`src/rtl/dmem_pkg.sv`:
```
`default_nettype none
// ============================================================================
// Module      : dmem_pkg
// Description : Shared types, state encoding and the access-legality check
//               used by the data-memory arbiter.
//               dmctrl_e : data_memory access-width encoding (RISC-V funct3).
//               state_t  : arbiter sequencer state (ST_IDLE, ST_RESP).
//               dm_access_err() : 1 when an access must not reach memory.
// Revision    : 1.0 - initial release
// ============================================================================
package dmem_pkg;

    typedef enum logic [2:0] {
        DM_B  = 3'b000,
        DM_H  = 3'b001,
        DM_W  = 3'b010,
        DM_BU = 3'b100,
        DM_HU = 3'b101
    } dmctrl_e;

    typedef logic [0:0] state_t;

    localparam state_t ST_IDLE = 1'b0;
    localparam state_t ST_RESP = 1'b1;

    // Returns 1 for an illegal width, a misaligned H/W access, an access whose
    // last byte lies at or beyond mem_bytes, or an unsigned-width store.
    // The address is widened so addr+size can never wrap.
    function automatic logic dm_access_err(
        input logic [63:0]  addr,
        input logic [2:0]   ctrl,
        input logic         we,
        input int unsigned  mem_bytes
    );
        logic [64:0] size;
        logic        bad;
        bad  = 1'b0;
        size = 65'd4;
        case (ctrl)
            DM_B, DM_BU: size = 65'd1;
            DM_H, DM_HU: begin
                size = 65'd2;
                bad  = addr[0];
            end
            DM_W: begin
                size = 65'd4;
                bad  = |addr[1:0];
            end
            default: bad = 1'b1;
        endcase
        if (we && (ctrl == DM_BU || ctrl == DM_HU)) begin
            bad = 1'b1;
        end
        if (({1'b0, addr} + size) > 65'(mem_bytes)) begin
            bad = 1'b1;
        end
        return bad;
    endfunction

endpackage
`default_nettype wire

```
`src/rtl/dmem_rr_arb2.sv`:
```
`default_nettype none
// ============================================================================
// Module      : dmem_rr_arb2
// Description : Two-way round-robin grant. When both requesters are valid the
//               priority flop picks the winner; after every grant the priority
//               moves to the other requester.
// Ports       : clk, rst_n     - clock, asynchronous active-low reset
//               en_i          - grant allowed this cycle
//               req_i[1:0]    - request per requester
//               gnt_valid_o   - a grant is issued this cycle
//               gnt_idx_o     - index of the granted requester
// Revision    : 1.0 - initial release
// ============================================================================
module dmem_rr_arb2 (
    input  logic       clk,
    input  logic       rst_n,
    input  logic       en_i,
    input  logic [1:0] req_i,
    output logic       gnt_valid_o,
    output logic       gnt_idx_o
);

    logic prio_q;
    logic prio_d;

    always_comb begin
        gnt_valid_o = en_i & (|req_i);
        // A lone requester wins outright; only a tie consults the priority.
        if (req_i == 2'b11) begin
            gnt_idx_o = prio_q;
        end else begin
            gnt_idx_o = req_i[1];
        end
        prio_d = prio_q;
        if (gnt_valid_o) begin
            prio_d = ~gnt_idx_o;
        end
    end

    always_ff @(posedge clk or negedge rst_n) begin
        if (!rst_n) begin
            prio_q <= 1'b0;
        end else begin
            prio_q <= prio_d;
        end
    end

endmodule
`default_nettype wire

```
`src/rtl/dmem_arbiter.sv`:
```
`default_nettype none
// ============================================================================
// Module      : dmem_arbiter
// Description : Arbiter/sequencer sharing one combinational-read data_memory
//               between the core load/store path (port 0) and the DMA/loader
//               (port 1). One transaction at a time: accept in IDLE, present
//               the response in RESP until the owner takes it.
// Ports       : clk, rst_n               - clock, async active-low reset
//               pX_req_valid/ready/addr/wdata/we/ctrl - request channel, X=0,1
//               pX_rsp_valid/ready/rdata/err          - response channel
//               mem_address/datawr/dmwr/dmctrl        - to data_memory
//               mem_datard                            - from data_memory
// Revision    : 1.0 - initial release
// ============================================================================
module dmem_arbiter
    import dmem_pkg::*;
#(
    parameter int          ADDR_W    = 32,
    parameter int          DATA_W    = 32,
    parameter int unsigned MEM_BYTES = 1024
) (
    input  logic              clk,
    input  logic              rst_n,

    input  logic              p0_req_valid,
    output logic              p0_req_ready,
    input  logic [ADDR_W-1:0] p0_req_addr,
    input  logic [DATA_W-1:0] p0_req_wdata,
    input  logic              p0_req_we,
    input  logic [2:0]        p0_req_ctrl,
    output logic              p0_rsp_valid,
    input  logic              p0_rsp_ready,
    output logic [DATA_W-1:0] p0_rsp_rdata,
    output logic              p0_rsp_err,

    input  logic              p1_req_valid,
    output logic              p1_req_ready,
    input  logic [ADDR_W-1:0] p1_req_addr,
    input  logic [DATA_W-1:0] p1_req_wdata,
    input  logic              p1_req_we,
    input  logic [2:0]        p1_req_ctrl,
    output logic              p1_rsp_valid,
    input  logic              p1_rsp_ready,
    output logic [DATA_W-1:0] p1_rsp_rdata,
    output logic              p1_rsp_err,

    output logic [31:0]       mem_address,
    output logic [31:0]       mem_datawr,
    output logic              mem_dmwr,
    output logic [2:0]        mem_dmctrl,
    input  logic [31:0]       mem_datard
);

    state_t            state_q, state_d;
    logic              owner_q, owner_d;
    logic [DATA_W-1:0] rdata_q, rdata_d;
    logic              err_q,   err_d;

    logic              w_idle;
    logic              w_accept;
    logic              w_gnt_idx;
    logic [ADDR_W-1:0] w_addr;
    logic [DATA_W-1:0] w_wdata;
    logic              w_we;
    logic [2:0]        w_ctrl;
    logic              w_err;
    logic              w_rsp_ready;

    // Grants are suppressed while reset is held so a requester never sees a
    // handshake (or memory sees a write) that the flops cannot record.
    assign w_idle = (state_q == ST_IDLE) & rst_n;

    dmem_rr_arb2 u_arb (
        .clk         (clk),
        .rst_n       (rst_n),
        .en_i        (w_idle),
        .req_i       ({p1_req_valid, p0_req_valid}),
        .gnt_valid_o (w_accept),
        .gnt_idx_o   (w_gnt_idx)
    );

    // Winner's request fields.
    always_comb begin
        if (w_gnt_idx) begin
            w_addr  = p1_req_addr;
            w_wdata = p1_req_wdata;
            w_we    = p1_req_we;
            w_ctrl  = p1_req_ctrl;
        end else begin
            w_addr  = p0_req_addr;
            w_wdata = p0_req_wdata;
            w_we    = p0_req_we;
            w_ctrl  = p0_req_ctrl;
        end
    end

    assign w_err = dm_access_err(64'(w_addr), w_ctrl, w_we, MEM_BYTES);

    assign p0_req_ready = w_accept & ~w_gnt_idx;
    assign p1_req_ready = w_accept &  w_gnt_idx;

    // The memory bus carries the winner only during the accept cycle and idles
    // at a harmless word read otherwise.
    always_comb begin
        if (w_accept) begin
            mem_address = 32'(w_addr);
            mem_datawr  = 32'(w_wdata);
            mem_dmctrl  = w_ctrl;
            mem_dmwr    = w_we & ~w_err;
        end else begin
            mem_address = 32'd0;
            mem_datawr  = 32'd0;
            mem_dmctrl  = DM_W;
            mem_dmwr    = 1'b0;
        end
    end

    assign w_rsp_ready = owner_q ? p1_rsp_ready : p0_rsp_ready;

    always_comb begin
        state_d = state_q;
        owner_d = owner_q;
        rdata_d = rdata_q;
        err_d   = err_q;
        case (state_q)
            ST_IDLE: begin
                if (w_accept) begin
                    state_d = ST_RESP;
                    owner_d = w_gnt_idx;
                    rdata_d = (w_we || w_err) ? '0 : DATA_W'(mem_datard);
                    err_d   = w_err;
                end
            end
            ST_RESP: begin
                if (w_rsp_ready) begin
                    state_d = ST_IDLE;
                end
            end
            default: state_d = ST_IDLE;
        endcase
    end

    always_ff @(posedge clk or negedge rst_n) begin
        if (!rst_n) begin
            state_q <= ST_IDLE;
            owner_q <= 1'b0;
            rdata_q <= '0;
            err_q   <= 1'b0;
        end else begin
            state_q <= state_d;
            owner_q <= owner_d;
            rdata_q <= rdata_d;
            err_q   <= err_d;
        end
    end

    // Response valid is the RESP state itself, routed to the owner only.
    assign p0_rsp_valid = (state_q == ST_RESP) & ~owner_q;
    assign p1_rsp_valid = (state_q == ST_RESP) &  owner_q;
    assign p0_rsp_rdata = owner_q ? '0 : rdata_q;
    assign p1_rsp_rdata = owner_q ? rdata_q : '0;
    assign p0_rsp_err   = ~owner_q & err_q;
    assign p1_rsp_err   =  owner_q & err_q;

endmodule
`default_nettype wire
```
`config.mk`:
```
export PLATFORM = sky130hd
export DESIGN_NAME = dmem_arbiter
export DESIGN_NICKNAME = d
export VERILOG_FILES = /design/src/rtl/dmem_pkg.sv /design/src/rtl/dmem_rr_arb2.sv /design/src/rtl/dmem_arbiter.sv
export SDC_FILE = /design/constraint.sdc
export NUM_CORES = 1
export LEC_CHECK = 0
export BUFFER_PORTS_ARGS = -buffer_cell sky130_fd_sc_hd__buf_2
export CORE_AREA = 2 2 121 123
export CTS_CLUSTER_DIAMETER = 60
export DETAILED_ROUTE_END_ITERATION = 10
export DIE_AREA = 0 0 123 125
export PLACE_DENSITY = 0.72
export RECOVER_POWER = 50
export SYNTH_ARGS = -nofsm -noshare
export SYNTH_HDL_FRONTEND = slang
export SYNTH_SLANG_ARGS = --single-unit
```
`constraint.sdc`:
```
create_clock -name clk -period 15.19 [get_ports clk]
set_clock_uncertainty 0.05 [all_clocks]
set_input_delay 3.7975 -clock clk [delete_from_list [all_inputs] [get_ports clk]]
set_output_delay 3.7975 -clock clk [all_outputs]
set_load 0.005 [all_outputs]
```
==> results.sh, run 1 <==
export IMPL_cts_tree="yes"
export IMPL_maxSlewViolCount=108
export IMPL_postCtsSetupBuffers=0
export IMPL_via_count=5751
export IMPL_synth_area_leaders="dfrtp_1 20%, nand2_1 7.3%, nand4_1 7.0%, a22o_1 6.3%, and2_1 5.6%"
export IMPL_fin_crit_ns=12.40
export IMPL_reg2reg_slack_ns=10.05
export IMPL_drc=0
export IMPL_ant_nets=0
export IMPL_antenna_found_initial=0
export IMPL_path_cells="buf_2 -> nand2b_1 -> nand2_1 -> buf_4 -> nand2_1 -> nand2_1 -> ha_1 -> inv_1 -> fa_1 -> inv_1 -> a21oi_1 -> a21oi_2 -> nand3b_1 -> or4_1 -> a32oi_1 -> nand4_4 -> nor3_2 -> buf_2"
export IMPL_diodes=0
export IMPL_crit_arrival_ns=8.55
export IMPL_dr_pass1_iters=5
export IMPL_grt_pass1_wl_mm=27.9
export IMPL_final_util=0.437
export IMPL_rsz0062_at_grt="false"
export IMPL_cp_depth=18
export IMPL_fp_row_count=44
export IMPL_tns_ns=0
export IMPL_grt_pass1_vias=5214
export IMPL_fin_crit_sh=0.816
export IMPL_ios=312
export IMPL_synth_nets=776
export IMPL_initial_utilization=0.313
export IMPL_critPathRequiredTime_ns=11.34
export IMPL_hold_buffers=0
export IMPL_cp_slowest_cell="or4_1"
export IMPL_synth_common_cells="87 x nand2_1, 50 x nand4_1, 40 x and2_1"
export IMPL_drv_cap=2
export IMPL_worst_path_buf_inv=5
export IMPL_cts_buffers=5
export IMPL_path_delay_family="simple AND/OR/NAND/NOR gates"
export IMPL_ir_drop_v=0.0000379
export IMPL_die_area_um2=15400
export IMPL_critPathCaptureType="output pin"
export IMPL_worstHoldStart="rdata_q[0]$_DFFE_PN0P_"
export IMPL_root_buffer="clkbuf_16"
export IMPL_portBuffers=311
export IMPL_clk_path_buf_depth=2
export IMPL_place_hpwl_mm=14.3
export IMPL_cts_htree_levels=2
export IMPL_synthesis_area_um2=4450
export IMPL_violations="max-capacitance violations, max-slew violations"
export IMPL_clkTransAtPathRegs_ns=0.06
export IMPL_grt_overflow=0
export IMPL_hold_viol=0
export IMPL_die_h_um=125
export IMPL_synth_seq_cells=36
export IMPL_clk_latency_ns=0.27
export IMPL_min_path_type="flip-flop to flip-flop"
export IMPL_clock_fmax_mhz=80.7
export IMPL_yosysUniqueCellTypes=73
export IMPL_slew_headroom=-0.354
export IMPL_postSynthAreaPerCell_um2=7.44
export IMPL_status="complete, but fails checks"
export IMPL_cp_common_cell="nand2_1"
export IMPL_setup_viol=0
export IMPL_power_density_nw_per_um2=71.8
export IMPL_final_setup_worst_slack_ns=2.79
export IMPL_core_area_um2=14200
export IMPL_routabilityCongestion=0.952
export IMPL_ys_async_sr_fraction=1.00
export IMPL_syn_to_final_growth_pct=39.5
export IMPL_vias_per_cell=5.41
export IMPL_final_net_count=1056
export IMPL_die_x_um=123
export IMPL_synth_area_leader_cell="dfrtp_1"
export IMPL_crit_path_max_incr_delay_ns=0.51
export IMPL_worstMarginPinSlew_ns=2.03
export IMPL_cellLeakagePower_nw=2.98
export IMPL_min_path_cells=2
export IMPL_cts_sinks=36
export IMPL_synth_warnings=0
export IMPL_dominantRegCellSynth="dfrtp_1"
export IMPL_drt_initial_drc_count=398
export IMPL_wirelength_mm=18.3
export IMPL_synth_enable_flop_cells=0
export IMPL_grt_use_total=0.225
export IMPL_hold_end="rdata_q[0]$_DFFE_PN0P_"
export IMPL_yosysMostFrequentCell="nand2_1"
export IMPL_fillers=1509
export IMPL_dp_slack_ns=2.86
export IMPL_r2r_end="err_q$_DFFE_PN0P_"
export IMPL_cts_resized=0
export IMPL_wl_per_cell_um=17.3
export IMPL_synth_top_area_share=0.202
export IMPL_grt_max_degree=70
export IMPL_worstRegToRegCells=16
export IMPL_synth_cells=598
export IMPL_ys_seq_area_frac=0.202
export IMPL_drive_above_1_share=0.366
export IMPL_critPathKind="primary input to output pin"
export IMPL_setup_worst_path_start_class="primary input"
export IMPL_timing_rr_start="u_arb.prio_q$_DFFE_PN0P_"
export IMPL_path_max_fanout=34
## worst reg2reg max path, stage by stage (launching register included)
cell and delay (ns):
dfrtp_1 0.39, nand2b_1 0.54, nand2_1 0.29, buf_4 0.42
nand2_1 0.14, nand2_1 0.09, ha_1 0.17, inv_1 0.06
fa_1 0.42, inv_1 0.08, a21oi_1 0.20, a21oi_2 0.34
nand3b_1 0.22, or4_1 0.51, a32oi_1 0.27, nand4_4 0.49
o22a_1 0.36
## logic make-up (layout without fill, tap and decap cells)
group	count (synthesis)	count (layout)	share of synthesized area
fa+ha+maj	4	4	0.0129
simple gates	302	302	0.374
flops	36	36	0.202
buf+inv	58	339	0.0604
xor+xnor	13	13	0.0256
compound gates	155	155	0.255
mux	30	30	0.0700
## power by group
part,switching [mW],total (mW),internal [mW]
clock network,0.0398,0.100,0.0604
registers,0.0226,0.122,0.0994
logic,0.134,0.224,0.0900
## stage by stage
step / cells / instance area (um^2) / hold slack [ns] / power [mW]
6_report: 1063 / 6210 / 0.445 / 0.446
5_1_grt: 1063 / 6210 / 0.482 / 0.477
4_1_cts: 1063 / 6260 / 0.453 / 0.450
3_5_place_dp: 1055 / 6110 / 0.440 / 0.348
3_3_place_gp: 1055 / 6110 / 0.428 / 0.344
2_1_floorplan: 598 / 4450 / 0.412 / 0.254
## final cells by class
| type | instances | area (um^2) | share of cell area |
|---|---|---|---|
| multi-input combinational | 504 | 3320 | 0.534 |
| tap | 184 | 230 | 0.0371 |
| inverter | 11 | 41.3 | 0.00665 |
| clock inverter | 3 | 18.8 | 0.00302 |
| clock buffer | 5 | 125 | 0.0201 |
| sequential | 36 | 901 | 0.145 |
| timing repair buffer | 320 | 1580 | 0.254 |
## layer usage
layer  wire length, um  part of all wire  GRT usage
met1              7750              0.42      0.303
met2              8970              0.49      0.378
met3              1370             0.075     0.0328
met4               249             0.014     0.0475
met5                 0                 0          0
## registers in the layout, indices dropped and copies added, names as in the netlist
register / count
rdata_q: 32
u_arb.prio_q: 1
owner_q: 1
state_q: 1
err_q: 1
## cells in the final DEF (no fill, tap or decap), drive strengths merged, types with 8 or more instances in the layout
master / instances
inv: 11
or3: 8
nor2b: 36
a21oi: 33
o21ai: 36
xnor2: 10
a22o: 32
nor2: 33
mux2i: 24
nand3: 8
and4: 9
nand4: 52
clkbuf: 46
and2: 40
buf: 279
o211ai: 9
nand2: 87
dfrtp: 36
## worst max path at each step
stage | endpoint | startpoint | slack [ns]
after floorplan | mem_dmwr | p0_req_valid | 3.72
after global placement | mem_dmwr | p0_req_valid | 3.03
after detailed placement | mem_dmwr | p0_req_valid | 2.86
after CTS | mem_dmwr | p0_req_valid | 2.85
after global routing | mem_dmwr | p0_req_valid | 2.50
final | mem_dmwr | p0_req_valid | 2.79
Power figures use the tool's default switching activity.
==> inputs of run 2 (changes only) <==
CORE_AREA = 2 2 120 122   (was 2 2 121 123)
DIE_AREA = 0 0 122 124   (was 0 0 123 125)
PLACE_DENSITY = 0.76   (was 0.72)
clock period = 11.2 ns   (was 15.19 ns; I/O delays follow)
==> run 2 against run 1 <==
Against the previous run: cell area is 0.36% lower; routed wire length is 0.35% higher; critical endpoint unchanged; final cell count unchanged; the run still ends with max-capacitance violations, max-slew violations left.
==> results.sh, run 2 (same netlist as run 1, synthesis figures left out) <==
export IMPL_status="complete, but fails checks"
export IMPL_violations="max-capacitance violations, max-slew violations"
export IMPL_drt_initial_drc_count=413
export IMPL_grt_use_total=0.225
export IMPL_cp_slowest_cell="a21oi_1"
export IMPL_cts_buffers=5
export IMPL_regMostFlops="rdata_q"
export IMPL_root_buffer="clkbuf_16"
export IMPL_p_total_uw=605
export IMPL_drc=0
export IMPL_tns_ns=0
export IMPL_setup_viol=0
export IMPL_fp_row_count=43
export IMPL_fin_hold_ws_ns=0.449
export IMPL_cts_htree_levels=2
export IMPL_path_cells="buf_2 -> inv_2 -> nor2_4 -> mux2i_1 -> nand2b_1 -> inv_1 -> ha_1 -> a21o_1 -> a21oi_1 -> a21oi_1 -> mux2i_1 -> o2111ai_1 -> a2111oi_4 -> nand4_4 -> nor3_2 -> buf_2"
export IMPL_antenna_found_initial=4
export IMPL_via_count=5756
export IMPL_final_cell_mix="253 x buf_2, 87 x nand2_1, 56 x clkbuf_1"
export IMPL_dpl_cell_area_um2=6110
export IMPL_ant_nets=0
export IMPL_place_hpwl_mm=14.6
export IMPL_critPathRequiredTime_ns=8.35
export IMPL_power_density_nw_per_um2=97.7
export IMPL_syn_to_final_growth_pct=39.0
export IMPL_hold_viol=0
export IMPL_clock_fmax_mhz=98.4
export IMPL_cellLeakagePower_nw=2.90
export IMPL_drv_cap=2
export IMPL_dpl_cell_count=1051
export IMPL_drive_above_1_share=0.341
export IMPL_die_area_um2=15100
export IMPL_ios=312
export IMPL_setup_worst_path_start_class="primary input"
export IMPL_postCtsSetupBuffers=0
export IMPL_min_path_type="flip-flop to flip-flop"
export IMPL_fillers=1466
export IMPL_core_area_um2=13700
export IMPL_largest_register_ffs=32
export IMPL_dr_pass1_iters=5
export IMPL_crit_path_max_incr_delay_ns=0.67
export IMPL_vias_per_cell=5.41
export IMPL_final_net_count=1056
export IMPL_initial_utilization=0.324
export IMPL_cts_sinks=36
export IMPL_die_h_um=124
export IMPL_die_x_um=122
export IMPL_grt_overflow=0
export IMPL_clk_path_buf_depth=2
export IMPL_cts_resized=0
export IMPL_worstMarginPinSlew_ns=1.98
export IMPL_cts_tree="yes"
export IMPL_fin_crit_ns=10.16
export IMPL_hold_buffers=0
export IMPL_critPathKind="primary input to output pin"
export IMPL_layoutNonFillerInstCount=1063
export IMPL_critPathCaptureType="output pin"
export IMPL_grt_pass1_wl_mm=27.2
export IMPL_crit_arrival_ns=7.31
export IMPL_mostFrequentLayoutCell="buf_2"
export IMPL_ir_drop_v=0.0000541
export IMPL_grt_pass1_vias=5167
export IMPL_fin_crit_sh=0.907
export IMPL_clk_latency_ns=0.27
export IMPL_rsz0062_at_grt="false"
export IMPL_wirelength_mm=18.4
export IMPL_maxSlewViolCount=108
export IMPL_grt_max_degree=70
export IMPL_path_max_fanout=34
export IMPL_final_area_um2=6190
export IMPL_portBuffers=311
export IMPL_slew_headroom=-0.317
export IMPL_wl_per_cell_um=17.3
export IMPL_routabilityCongestion=0.974
export IMPL_clkTransAtPathRegs_ns=0.05
[run 2: worst max-delay path: cells and delay by family]
kind	cells	cell delay (ns)
AO/OA/AOI/OAI	5	1.72
AND/OR/NAND/NOR	4	1.21
buffers and inverters	4	0.80
multiplexers	2	0.49
adder cells (fa/ha/maj)	1	0.27
[run 2: stage by stage]
step	setup slack [ns]	util
6_report	1.04	0.451
5_1_grt	0.605	0.451
4_1_cts	1.12	0.456
3_5_place_dp	1.14	0.445
3_3_place_gp	1.22	0.445
2_1_floorplan	1.73	-
[run 2: metal layers]
metal / vias up / track usage / wire length [um] / share of wire
met5: - / 0 / 0 / 0
met4: 0 / 0.0445 / 173 / 0.0094
met3: 19 / 0.0293 / 1300 / 0.071
met2: 275 / 0.386 / 9250 / 0.50
met1: 2682 / 0.305 / 7680 / 0.42
li1: 2780 / - / - / -
[run 2: path summary, 6_finish.rpt]
check,start,to,slack (ns),cells after the start
worst max register to register,u_arb.prio_q$_DFFE_PN0P_,err_q$_DFFE_PN0P_,6.57,14
max in group asynchronous,rst_n,rdata_q[15]$_DFFE_PN0P_,6.84,2
worst min-delay path,rdata_q[5]$_DFFE_PN0P_,rdata_q[5]$_DFFE_PN0P_,0.45,2
worst max-delay path,p1_req_valid,mem_dmwr,1.04,16
worst min register to register,rdata_q[5]$_DFFE_PN0P_,rdata_q[5]$_DFFE_PN0P_,0.45,2
min in group asynchronous,rst_n,rdata_q[30]$_DFFE_PN0P_,3.12,2
[run 2: area by class of cell]
class,instances,area (um^2),share of cell area
Clock inverter,3,18.8,0.00303
Sequential cell,36,901,0.146
Inverter,11,41.3,0.00667
Antenna cell,4,10.0,0.00162
Timing Repair Buffer,320,1550,0.251
Multi-Input combinational cell,504,3320,0.536
Clock buffer,5,125,0.0202
Tap cell,180,225,0.0364
[run 2: power by group]
group	switching (mW)	total [mW]	internal, mW
combinational	0.183	0.306	0.123
clock	0.0529	0.135	0.0819
sequential	0.0296	0.164	0.135
